[src/rtl/seg_scan_ctrl.sv]
// seg_scan_ctrl: time-multiplexed scan controller for a 4-digit 7-segment
// display. Drives one anode per SHOW slot, separated by an all-dark BLANK
// gap, and swaps in new display data only at frame boundaries so a scan
// never mixes old and new digits.
module seg_scan_ctrl #(
  parameter int DIGIT_CYCLES = 100000,
  parameter int BLANK_CYCLES = 2000
) (
  input  logic        clk,
  input  logic        clr,
  input  logic        enable,
  input  logic        upd_valid,
  input  logic [15:0] upd_value,
  input  logic [3:0]  upd_dp,
  input  logic        upd_lzs,
  output logic        upd_ready,
  output logic [6:0]  seg,
  output logic [3:0]  an,
  output logic        dp,
  output logic        frame_done
);

  localparam int MAXC = (DIGIT_CYCLES > BLANK_CYCLES) ? DIGIT_CYCLES : BLANK_CYCLES;
  localparam int CW   = (MAXC > 1) ? $clog2(MAXC) : 1;

  localparam logic [CW-1:0] D_LAST = CW'(DIGIT_CYCLES - 1);
  localparam logic [CW-1:0] B_LAST = (BLANK_CYCLES > 0) ? CW'(BLANK_CYCLES - 1) : CW'(0);

  localparam bit NO_BLANK  = (BLANK_CYCLES == 0);
  localparam bit ONE_DIGIT = (DIGIT_CYCLES == 1);
  localparam bit ONE_BLANK = (BLANK_CYCLES == 1);

  // {an, seg, dp} with every anode, segment and decimal point off
  localparam logic [11:0] DARK = {4'hF, 7'h7F, 1'b1};

  typedef enum logic [1:0] {
    IDLE  = 2'd0,
    SHOW  = 2'd1,
    BLANK = 2'd2
  } state_t;

  state_t         st_reg;
  logic [1:0]     idx_reg;
  logic [CW-1:0]  cnt_reg;

  logic [15:0]    act_value_reg;
  logic [3:0]     act_dp_reg;
  logic           act_lzs_reg;
  logic [15:0]    pend_value_reg;
  logic [3:0]     pend_dp_reg;
  logic           pend_lzs_reg;
  logic           ready_reg;

  logic [6:0]     seg_reg;
  logic [3:0]     an_reg;
  logic           dp_reg;
  logic           fd_reg;

  logic           last_show;
  logic           last_blank;
  logic           boundary;
  logic           commit;
  logic [15:0]    act_value_next;
  logic [3:0]     act_dp_next;
  logic           act_lzs_next;
  logic [3:0]     sup_next;
  logic [1:0]     idx_inc;
  logic [CW-1:0]  cnt_inc;

  // Active-low hex decode, bit order {g,f,e,d,c,b,a}
  function automatic logic [6:0] hex7(input logic [3:0] n);
    logic [6:0] s;
    case (n)
      4'h0: s = 7'b1000000;
      4'h1: s = 7'b1111001;
      4'h2: s = 7'b0100100;
      4'h3: s = 7'b0110000;
      4'h4: s = 7'b0011001;
      4'h5: s = 7'b0010010;
      4'h6: s = 7'b0000010;
      4'h7: s = 7'b1111000;
      4'h8: s = 7'b0000000;
      4'h9: s = 7'b0010000;
      4'hA: s = 7'b0001000;
      4'hB: s = 7'b0000011;
      4'hC: s = 7'b1000110;
      4'hD: s = 7'b0100001;
      4'hE: s = 7'b0000110;
      default: s = 7'b0001110;
    endcase
    return s;
  endfunction

  // {an, seg, dp} for a SHOW slot of digit k; a suppressed digit stays dark
  function automatic logic [11:0] digit_out(input logic [1:0]  k,
                                            input logic [15:0] v,
                                            input logic [3:0]  d,
                                            input logic [3:0]  sup);
    logic [11:0] r;
    if (sup[k]) begin
      r = DARK;
    end else begin
      r = {~(4'b0001 << k), hex7(v[4*k +: 4]), ~d[k]};
    end
    return r;
  endfunction

  assign idx_inc    = idx_reg + 2'd1;
  assign cnt_inc    = cnt_reg + CW'(1);
  assign last_show  = (st_reg == SHOW)  && (cnt_reg == D_LAST);
  assign last_blank = (st_reg == BLANK) && (cnt_reg == B_LAST);

  // The boundary cycle is the final cycle of digit 3's slot (its blank, or
  // its show when there is no blank); the commit lands on the edge ending it.
  assign boundary = enable && (idx_reg == 2'd3) && (NO_BLANK ? last_show : last_blank);
  assign commit   = !ready_reg && ((st_reg == IDLE) || boundary);

  // Decode for the next SHOW slot must see data committed on that same edge
  assign act_value_next = commit ? pend_value_reg : act_value_reg;
  assign act_dp_next    = commit ? pend_dp_reg    : act_dp_reg;
  assign act_lzs_next   = commit ? pend_lzs_reg   : act_lzs_reg;

  // Digit k>0 is blanked when it and every more-significant nibble are zero
  genvar gi;
  generate
    for (gi = 0; gi < 4; gi++) begin : g_sup
      if (gi == 0) begin : g_lsd
        assign sup_next[gi] = 1'b0;
      end else begin : g_upper
        assign sup_next[gi] = act_lzs_next && (act_value_next[15:4*gi] == '0);
      end
    end
  endgenerate

  // Update handshake: capture into the single pending slot, promote on commit
  always_ff @(posedge clk or negedge clr) begin
    if (!clr) begin
      ready_reg      <= 1'b1;
      pend_value_reg <= '0;
      pend_dp_reg    <= '0;
      pend_lzs_reg   <= 1'b0;
      act_value_reg  <= '0;
      act_dp_reg     <= '0;
      act_lzs_reg    <= 1'b0;
    end else begin
      if (upd_valid && ready_reg) begin
        pend_value_reg <= upd_value;
        pend_dp_reg    <= upd_dp;
        pend_lzs_reg   <= upd_lzs;
        ready_reg      <= 1'b0;
      end else if (commit) begin
        ready_reg <= 1'b1;
      end
      act_value_reg <= act_value_next;
      act_dp_reg    <= act_dp_next;
      act_lzs_reg   <= act_lzs_next;
    end
  end

  // Scan FSM; outputs are registered alongside the state/idx they describe
  always_ff @(posedge clk or negedge clr) begin
    if (!clr) begin
      st_reg                   <= IDLE;
      idx_reg                  <= 2'd0;
      cnt_reg                  <= '0;
      {an_reg, seg_reg, dp_reg} <= DARK;
      fd_reg                   <= 1'b0;
    end else if (!enable) begin
      st_reg                   <= IDLE;
      idx_reg                  <= 2'd0;
      cnt_reg                  <= '0;
      {an_reg, seg_reg, dp_reg} <= DARK;
      fd_reg                   <= 1'b0;
    end else begin
      case (st_reg)
        IDLE: begin
          st_reg                   <= SHOW;
          idx_reg                  <= 2'd0;
          cnt_reg                  <= '0;
          {an_reg, seg_reg, dp_reg} <= digit_out(2'd0, act_value_next, act_dp_next, sup_next);
          fd_reg                   <= 1'b0;
        end
        SHOW: begin
          if (cnt_reg == D_LAST) begin
            cnt_reg <= '0;
            if (NO_BLANK) begin
              st_reg                   <= SHOW;
              idx_reg                  <= idx_inc;
              {an_reg, seg_reg, dp_reg} <= digit_out(idx_inc, act_value_next, act_dp_next, sup_next);
              fd_reg                   <= ONE_DIGIT && (idx_inc == 2'd3);
            end else begin
              st_reg                   <= BLANK;
              {an_reg, seg_reg, dp_reg} <= DARK;
              fd_reg                   <= ONE_BLANK && (idx_reg == 2'd3);
            end
          end else begin
            cnt_reg <= cnt_inc;
            fd_reg  <= NO_BLANK && (idx_reg == 2'd3) && (cnt_inc == D_LAST);
          end
        end
        BLANK: begin
          if (cnt_reg == B_LAST) begin
            st_reg                   <= SHOW;
            idx_reg                  <= idx_inc;
            cnt_reg                  <= '0;
            {an_reg, seg_reg, dp_reg} <= digit_out(idx_inc, act_value_next, act_dp_next, sup_next);
            fd_reg                   <= 1'b0;
          end else begin
            cnt_reg <= cnt_inc;
            fd_reg  <= (idx_reg == 2'd3) && (cnt_inc == B_LAST);
          end
        end
        default: begin
          st_reg                   <= IDLE;
          idx_reg                  <= 2'd0;
          cnt_reg                  <= '0;
          {an_reg, seg_reg, dp_reg} <= DARK;
          fd_reg                   <= 1'b0;
        end
      endcase
    end
  end

  assign upd_ready  = ready_reg;
  assign seg        = seg_reg;
  assign an         = an_reg;
  assign dp         = dp_reg;
  assign frame_done = fd_reg;

endmodule
[config.mk]
export PLATFORM = sky130hd
export DESIGN_NAME = seg_scan_ctrl
export DESIGN_NICKNAME = d
export VERILOG_FILES = /design/src/rtl/seg_scan_ctrl.sv
export SDC_FILE = /design/constraint.sdc
export NUM_CORES = 1
export LEC_CHECK = 0
export BUFFER_PORTS_ARGS = -buffer_cell sky130_fd_sc_hd__clkbuf_2
export CAP_MARGIN = 20
export CORE_ASPECT_RATIO = 0.7
export CORE_MARGIN = 2
export CORE_UTILIZATION = 35
export CTS_CLUSTER_SIZE = 8
export DETAILED_ROUTE_END_ITERATION = 8
export PLACE_DENSITY = 0.57
export SLEW_MARGIN = 5
export SYNTH_ARGS = -nofsm -noshare
export SYNTH_HDL_FRONTEND = slang
export SYNTH_SLANG_ARGS = --single-unit
[constraint.sdc]
create_clock -name clk -period 9 [get_ports clk]
set_input_delay 0.9 -clock clk [delete_from_list [all_inputs] [get_ports clk]]
set_output_delay 0.9 -clock clk [all_outputs]
set_load 0.01 [all_outputs]
Yosys cells after proc, flatten, opt, wreduce, memory -nomap -nowiden
Memories as Yosys holds them, arrays and structs flattened.
Cells that the tools add are included.
Word-level totals
  bits in registers: 77
  ROM bits: 224
  input port bits: 25
  output and inout port bits: 14
  logic and storage cells: 87
  memories: 2
Memories
  (no name shown): words 16, width 7, rd ports 1, clocked after memory_dff 0, write ports 0, line 73  | case (n)
  (no name shown): words 16, width 7, rd ports 1, clocked after memory_dff 0, write ports 0, line 73
Cells by class
  add/subtract/negate cells: 2
  $lt $le $gt $ge: 1
  equal/unequal tests: 9
  shift operators: 2
  muxes and demuxes: 36
  bitwise operators: 3
  reductions and logical operators: 18
Operators with widths (count)
  2-to-1 mux 17 bit: 3
  == test 17 x 11 -> 1 bit, second input constant: 2
  one-hot mux 17 bit (2 select lines): 1
  2-to-1 mux 7 bit: 3
  one-hot mux 7 bit (3 select lines): 1
  adder 17 x 1 -> 17 bit, second input constant: 1
  == test 17 bit, second input constant: 1
  2-to-1 mux 16 bit: 1
  2-to-1 mux 4 bit: 4
  variable part select 16 x 5 -> 4 bit: 1
  zero test 12 bit: 1
  2-to-1 mux 12 bit: 1
  one-hot mux 4 bit (3 select lines): 1
  2-to-1 mux 1 bit: 11
  2-to-1 mux 2 bit: 5
  logical AND 1 bit: 9
  zero test 8 bit: 1
  inequality test 3 x 2 -> 1 bit, second input constant: 2
  one-hot mux 2 bit (3 select lines): 1
  binary-select mux 1 bit (select 2 bit): 2
  == test 2 bit, second input constant: 2
  zero test 4 bit: 1
  inverter 4 bit: 1
  one-hot mux 2 bit (2 select lines): 1
  12 further kinds: 14

Depth between registers and ports, before layout
Gate-level depths: netlist of run 1.
  depth in word-level cells: 14
  gate-level depth with buffers: 15
  depth with buffers taken out: 14

Worst setup path before layout of run 1
OpenSTA, ideal clock, no wires.
  path type: input-to-reg
  from: input enable
  to: register seg_reg[6], in the netlist seg[6]
  data arrival time: 3.738 ns
  required time: 8.912 ns
  slack: 5.174 ns
  cell stages on the path: 12
  path buffers: 2
  path through: clkbuf_1 nand3_1 or4_4 o21ai_4 buf_6 mux2i_1 o221a_2 inv_1 ha_1 mux2_4 a221oi_2 o22ai_1
Between the ends
  longest elaborated chain between the ends: 13
  elaborated cells between the ends (all ways): 24
  those cells by class: 2 x eq/ne; 1 x shift; 8 x mux; 11 x reduce/logical; 2 x memory
RTL lines
  start: declaration: line 11  | input logic enable,
  parallel branches: the longest is 13 deep, another holds memory (16 x 7 bit)
  end signal: assignment: line 180  | {an_reg, seg_reg, dp_reg} <= digit_out(2'd0, act_value_next, act_dp_next, sup_next);
  end signal: assignment: line 189  | {an_reg, seg_reg, dp_reg} <= digit_out(idx_inc, act_value_next, act_dp_next, sup_next);
  end signal: assignment: line 206  | {an_reg, seg_reg, dp_reg} <= digit_out(idx_inc, act_value_next, act_dp_next, sup_next);
  end: declaration: line 54  | logic [6:0] seg_reg;
Parallel ways; which one is timed is not known. The select of a mux whose other input is x is not followed.
A chain may end at the register's enable or synchronous reset.

Final worst setup path of run 1
  from: register st_reg[0]
  to: register seg_reg[5], in the netlist seg[5]
Between the ends
  longest elaborated chain between the ends: 14
  elaborated cells between the ends (all ways): 27
  those cells by class: 4 x eq/ne; 1 x shift; 8 x mux; 12 x reduce/logical; 2 x memory
RTL lines
  start: declaration: line 42  | state_t st_reg;
  start signal: assignment: line 163  | st_reg <= IDLE;
  start signal: assignment: line 169  | st_reg <= IDLE;
  start signal: assignment: line 177  | st_reg <= SHOW;
  parallel branches: the longest is 14 deep, another holds memory (16 x 7 bit)
Parallel ways; which one is timed is not known. The select of a mux whose other input is x is not followed.

==> reports/metrics.yaml, run 1 <==
place:
  port_buffers: 38
  gp_congestion: 0.867
  place_area_mm2: 0.00485
  pre_cts_slack_ns: 4.28
  dp_hpwl_um: 7500
clocking:
  ctsHtreeMaxLevel: 3
  holdBufCountCts: 0
  clk-insertion-delay-late_ns: 0.34
  cts_num_sinks: 77
  cts_buffers: 9
  cts_setup_buffers: 0
  post_cts_resized: 0
  cts_tree: "built"
  root_buffer: "clkbuf_16"
  clockBufferDepth: 2
  clk_pin_slew_ns: 0.06
setup_path:
  crit_type: "reg -> reg"
  worstPathCellList: "inv_1, ha_1, nand3_1, or4_4, o21ai_4, mux2i_1, o221a_2, inv_1, ha_1, inv_1, mux2i_1, a2111oi_0, nor2_1"
  worst_setup_path_end_kind: "register"
  cp.arrival_ns: 5.07
  cp_top_family: "compound AO/OA/AOI/OAI gates"
  crit_top_cell: "inv_1"
  cp_slowest_stage_delay_ns: 0.78
  crit_required_ns: 9.26
  critPathSlowestCell: "o21ai_4"
  path_buf_inv: 3
  worstSetupStartpointType: "register"
  worstPathMaxFanout: 29
floorplan:
  initial_core_util_pct: 36.3
  die_w_um: 141
  num_rows: 34
  die_h_um: 99.6
  ioPinCount: 39
  core_area_mm2: 0.0126
  die_area_mm2: 0.0140
timing:
  rsz0062_at_grt: "false"
  post-route-min-period_ns: 4.81
  tightest_slew_ns: 0.983
  setup_tns_ns: 0
  relSlewSlack_pct: 34.5
  finClkSkew_ns: 0.00573
  hold_slack_ns: 0.495
  finalMaxSlewViolations: 0
  worst_slack_ns: 4.19
  fmax_mhz: 208
  setup_violations: 0
  fin_crit_sh_pct: 53.4
  hold_viol: 0
logic_synthesis:
  async_flop_share_pct: 100
  syn_area_per_cell_um2: 10.3
  synth_ff_type: "dfrtp_1"
  seq_area_frac_synth_pct: 42.6
  syn-cell-area_mm2: 0.00457
  synth_edf_count: 0
  synth_cells: 444
  synth_cell_types: 64
  syn_nets: 493
  yosysWarnings: 0
  ys_ff_latch: 77
grt:
  antenna_found_initial: 0
  grt_max_degree: 78
  grt_pass1_wl_um: 17400
  grt_pass1_vias: 3348
  grt.overflow.total: 0
  grt_usage_pct: 15.7
drt:
  drt_iter0_markers: 203
  drc_errors: 0
  wl_per_cell_um: 16.2
  routed_wl_um: 10400
  viasPerCell: 5.34
  first_pass_iters: 4
  ant_nets: 0
  num_vias: 3415
layout:
  area_growth_pct: 12.5
  stdcell_area_mm2: 0.00513
  largest_reg_flops: 17
  diodes: 0
  drive_gt1_share_pct: 25.2
  fin_nets: 521
power_and_ir_drop:
  seqPwrFrac_pct: 33.3
  ir_worst_vdd_mv: 0.139
  p_int_w: 0.00103
  power_density_mw_per_mm2: 337
  swShare_pct: 40.6
  switchingPower_w: 0.000702
  p_comb_share_pct: 46.5
  clkPwrFrac_pct: 20.1
  p_leak_nw: 2.08
outcome:
  status: "finished, final reports clean"
worst_hold_path:
  hold_class: "reg -> reg"
job:
  drv_cap: 0
-- placed cells by master, fill, tap and decap left out, types with 3 or more instances in the layout --
| master | netlist | final |
|---|---|---|
| nand2_1 | 37 | 37 |
| o211ai_1 | 4 | 4 |
| nor2_1 | 41 | 41 |
| nand3_1 | 12 | 12 |
| dfstp_2 | 13 | 13 |
| and3_1 | 5 | 5 |
| clkinvlp_4 | 0 | 4 |
| nor3_1 | 4 | 4 |
| nand2b_1 | 6 | 6 |
| a211oi_1 | 5 | 5 |
| o21ai_0 | 11 | 11 |
| nor2b_1 | 5 | 5 |
| inv_1 | 19 | 19 |
| nor3b_1 | 5 | 5 |
| o22ai_1 | 7 | 7 |
| nor4_1 | 9 | 9 |
| mux2_2 | 37 | 37 |
| ha_1 | 24 | 24 |
| xor2_1 | 7 | 7 |
| a22oi_1 | 4 | 4 |
| and2_1 | 3 | 3 |
| clkbuf_2 | 0 | 37 |
| xnor2_1 | 11 | 11 |
| a21oi_1 | 16 | 16 |
| o31a_1 | 3 | 3 |
| o221ai_1 | 4 | 4 |
| mux2i_1 | 19 | 19 |
| nand4_1 | 5 | 5 |
| clkbuf_16 | 0 | 9 |
| o31ai_1 | 4 | 4 |
| dfrtp_1 | 64 | 64 |
| a31oi_1 | 3 | 3 |
-- stage by stage --
stage | utilization [%] | total power, W | instances
global placement | 38.5 | 0.00137 | 623
detailed placement | 38.5 | 0.00138 | 623
floorplan | - | 0.00119 | 444
CTS | 40.8 | 0.00173 | 639
global route | 40.8 | 0.00186 | 639
finish | 40.8 | 0.00173 | 639
-- path summary, 6_finish.rpt --
check	to	start	depth (start not counted)	slack (ns)
max	seg[5]	st_reg[0]	13	4.19
min in group asynchronous	idx_reg[0]	clr	1	0.72
min reg2reg	act_dp_reg[3]	act_dp_reg[3]	1	0.49
max reg2reg	seg[5]	st_reg[0]	13	4.19
min	act_dp_reg[3]	act_dp_reg[3]	1	0.49
max in group asynchronous	pend_value_reg[5]	clr	1	7.65
-- kinds of logic (layout without fill, tap and decap cells) --
logic type / count (synthesis) / count (layout) / synth area share [%]
AO/OA/AOI/OAI: 79 / 79 / 12.5
XOR/XNOR: 18 / 18 / 3.45
multiplexers: 60 / 60 / 14.7
adder cells (fa/ha/maj): 24 / 24 / 6.58
buffers and inverters: 42 / 75 / 4.14
flip-flops: 77 / 77 / 42.6
AND/OR/NAND/NOR: 144 / 144 / 16.1
-- cell usage after synthesis, drive strengths merged, types with 7 or more instances --
library cell  count  area (um^2)
dfrtp            64         1600
nor2             43          166
mux2             39          443
nand2            37          139
ha               24          300
mux2i            20          204
inv              19         71.3
a21oi            16         80.1
clkbuf           13         48.8
dfstp            13          342
o21ai            13         76.3
nand3            12         60.1
xnor2            11         96.3
nor4             10         77.6
buf               8         61.3
o22ai             7         43.8
xor2              7         61.3
-- power by group through the flow --
stage                     registers (W)  clock network, W  logic [W]
after floorplan                0.000555                 0   0.000630
after CTS                      0.000576          0.000358   0.000799
after global routing           0.000594          0.000377   0.000888
final                          0.000576          0.000348   0.000805
after global placement         0.000578                 0   0.000787
after detailed placement       0.000581                 0   0.000794
-- area by class of cell --
type / count / area, um^2
clock buffer: 9 / 225
timing repair buffer: 38 / 193
sequential: 77 / 1940
tap: 162 / 203
clock inverter: 7 / 58.8
multi-input combinational: 325 / 2430
inverter: 21 / 78.8
fill: 1225 / 7460
-- metal layers --
metal,up-vias,wire length [um],track usage (%)
met5,-,0,0
met4,0,112,4.54
met3,10,413,3.90
met2,68,4220,22.2
met1,1678,5600,23.5
li1,1659,-,-
Power figures use the tool's default switching activity.
==> run 2: changes to the inputs <==
--- a/config.mk
+++ b/config.mk
@@ -12,7 +12,7 @@
 export CORE_UTILIZATION = 35
 export CTS_CLUSTER_SIZE = 8
 export DETAILED_ROUTE_END_ITERATION = 8
-export PLACE_DENSITY = 0.57
+export PLACE_DENSITY = 0.58
 export SLEW_MARGIN = 5
 export SYNTH_ARGS = -nofsm -noshare
 export SYNTH_HDL_FRONTEND = slang
==> constraint.sdc (replaced) <==
create_clock -name clk -period 4.1 [get_ports clk]
set_input_delay 0.41 -clock clk [delete_from_list [all_inputs] [get_ports clk]]
set_output_delay 0.41 -clock clk [all_outputs]
set_load 0.01 [all_outputs]
==> run 2 against run 1 <==
Net effect:
- via count rose by 1.3%
- die area unchanged
- critical path depth shrank 1
- clock power increased to 2.8 times the previous value
- highest routed layer unchanged
- utilization up 1.3 points
- first-iteration DRC count is 2.5% lower
- combinational power grew 120%
- largest cell class unchanged
- global-route usage rose by 0.57 points
- largest power group unchanged
- critical endpoint unchanged
==> reports/metrics.yaml, run 2 (synthesized netlist as in run 1, its figures left out) <==
clocking:
  holdBufCountCts: 0  # unchanged
  ctsHtreeMaxLevel: 3  # unchanged
  clk-insertion-delay-late_ns: 0.34  # about the same
  cts_setup_buffers: 0  # unchanged
  post_cts_resized: 0  # unchanged
  clockBufferDepth: 2  # unchanged
  cts_tree: "built"  # unchanged
  root_buffer: "clkbuf_16"  # unchanged
  clk_pin_slew_ns: 0.06  # about the same
  cts_num_sinks: 77  # unchanged
  cts_buffers: 9  # unchanged
floorplan:
  die_h_um: 99.6  # unchanged
  die_w_um: 141  # unchanged
  num_rows: 34  # unchanged
  core_area_mm2: 0.0126  # unchanged
  initial_core_util_pct: 36.3  # unchanged
  die_area_mm2: 0.0140  # unchanged
  ioPinCount: 39  # unchanged
drt:
  viasPerCell: 5.34  # about the same
  num_vias: 3458  # was 3415
  routed_wl_um: 10600  # was 10400 um
  ant_nets: 0  # unchanged
  drc_errors: 0  # unchanged
  wl_per_cell_um: 16.4  # was 16.2 um
  drt_iter0_markers: 198  # was 203
  first_pass_iters: 4  # unchanged
timing:
  setup_violations: 0  # unchanged
  post-route-min-period_ns: 3.86  # was 4.81 ns
  finClkSkew_ns: 0.00565  # was 0.00573 ns
  tightest_slew_ns: 0.971  # was 0.983 ns
  setup_tns_ns: 0  # unchanged
  rsz0062_at_grt: "false"  # unchanged
  fmax_mhz: 259  # was 208 MHz
  hold_viol: 0  # unchanged
  hold_slack_ns: 0.0342  # was 0.495 ns
  worst_slack_ns: 0.238  # was 4.19 ns
  relSlewSlack_pct: 35.1  # was 34.5%
  fin_crit_sh_pct: 94.2  # was 53.4%
  finalMaxSlewViolations: 0  # unchanged
job:
  drv_cap: 0  # unchanged
place:
  gp_congestion: 0.925  # was 0.867
  dp_hpwl_um: 7800  # was 7500 um
  port_buffers: 38  # unchanged
  place_area_mm2: 0.00491  # was 0.00485 mm^2
  pre_cts_slack_ns: 0.303  # was 4.28 ns
layout:
  final_common_cell: "dfrtp_1"  # unchanged
  diodes: 0  # unchanged
  layout.area.seq_mm2: 0.00194  # unchanged
  fin_nets: 530  # was 521
  largest_reg_flops: 17  # unchanged
  area_growth_pct: 16.1  # was 12.5%
  stdcell_area_mm2: 0.00530  # was 0.00513 mm^2
  final_cell_mix: "dfrtp_1 (64), nor2_1 (41), mux2_2 (37), nand2_1 (37), clkbuf_2 (37)"  # unchanged
  drive_gt1_share_pct: 26.5  # was 25.2%
  multi_input_area_mm2: 0.00243  # unchanged
  nFillCells: 1226  # was 1225
outcome:
  status: "finished, final reports clean"  # unchanged
grt:
  grt_pass1_vias: 3468  # was 3348
  grt_max_degree: 78  # unchanged
  grt_pass1_wl_um: 18100  # was 17400 um
  grt_usage_pct: 16.2  # was 15.7%
  grt.overflow.total: 0  # unchanged
  antenna_found_initial: 0  # unchanged
setup_path:
  worst_setup_path_end_kind: "register"  # unchanged
  worstPathMaxFanout: 12  # was 29
  crit_required_ns: 4.35  # was 9.26 ns
  cp.arrival_ns: 4.12  # was 5.07 ns
  cp_slowest_stage_delay_ns: 0.58  # was 0.78 ns
  critPathSlowestCell: "or4b_4"  # was o21ai_4
  r2r_cells: 12  # was 13
  worstSetupStartpointType: "register"  # unchanged
  worstPathCellList: "or4b_4, or4_4, o21ai_4, buf_4, mux2_2, o221a_2, inv_1, ha_1, inv_1, mux2i_1, a2111oi_0, nor2_1"  # was inv_1, ha_1, nand3_1, or4_4, o21ai_4, mux2i_1, o221a_2, inv_1, ha_1, inv_1, mux2i_1, a2111oi_0, nor2_1
  crit_top_cell: "inv_1"  # unchanged
  crit_type: "reg -> reg"  # unchanged
power_and_ir_drop:
  power_density_mw_per_mm2: 767  # was 337 mW/mm^2
  ir_worst_vdd_mv: 0.287  # was 0.139 mV
  p_leak_nw: 2.18  # was 2.08 nW
worst_hold_path:
  hold_class: "in -> async"  # was reg -> reg
[run 2: cell count changes in the layout (fill, tap and decap cells not counted), sizes merged]
| cell | delta |
|---|---|
| buf | +9 |
| bufinv | +4 |
| clkinvlp | -4 |
| clkinv | +2 |
| inv | -2 |
[run 2: worst paths after layout]
path	startpoint	to	slack, ns
setup / recovery	cnt_reg[5]	seg[5]	0.24
hold / removal	clr	st_reg[0]	0.03
max in group asynchronous	clr	seg[3]	3.42
min in group clk	upd_value[7]	pend_value_reg[7]	0.30
setup reg to reg	cnt_reg[5]	seg[5]	0.24
hold reg to reg	act_dp_reg[3]	act_dp_reg[3]	0.50
[run 2: worst max-delay path, delay by kind of cell (launching register included)]
kind | cells | cell delay (ns)
AO/OA/AOI/OAI | 3 | 1.10
adder cells (fa/ha/maj) | 1 | 0.26
buffers and inverters | 3 | 0.46
flip-flops | 1 | 0.47
multiplexers | 2 | 0.23
AND/OR/NAND/NOR | 3 | 1.25
[run 2: per-layer routing]
layer	GRT usage, %	vias up	share of wire (%)
met5	0	-	0
met2	23.3	101	41
met4	4.15	0	0.82
li1	-	1668	-
met3	3.76	8	6.1
met1	24.5	1681	52
[run 2: report_power, final]
| group | internal [W] | switching, W | leakage (nW) | total (W) |
|---|---|---|---|---|
| sequential | 0.00106 | 0.000209 | 0.936 | 0.00127 |
| combinational | 0.000813 | 0.000995 | 1.06 | 0.00181 |
| clock | 0.000661 | 0.000329 | 0.180 | 0.000990 |
| total | 0.00254 | 0.00153 | 2.18 | 0.00407 |
[run 2: area by class of cell]
type | instances | share of cell area [%]
clock buffer | 9 | 4.25
clock inverter | 7 | 2.76
inverter | 21 | 1.49
multi-input combinational | 325 | 45.9
sequential | 77 | 36.6
tap | 162 | 3.82
timing repair buffer | 47 | 5.14
[run 2: through the flow]
step	cells	total power (W)	utilization, %
detailed placement	631	0.00307	39.0
finish	648	0.00407	42.1
CTS	647	0.00408	42.0
global placement	631	0.00303	39.0
floorplan	444	0.00260	-
global route	648	0.00435	42.1
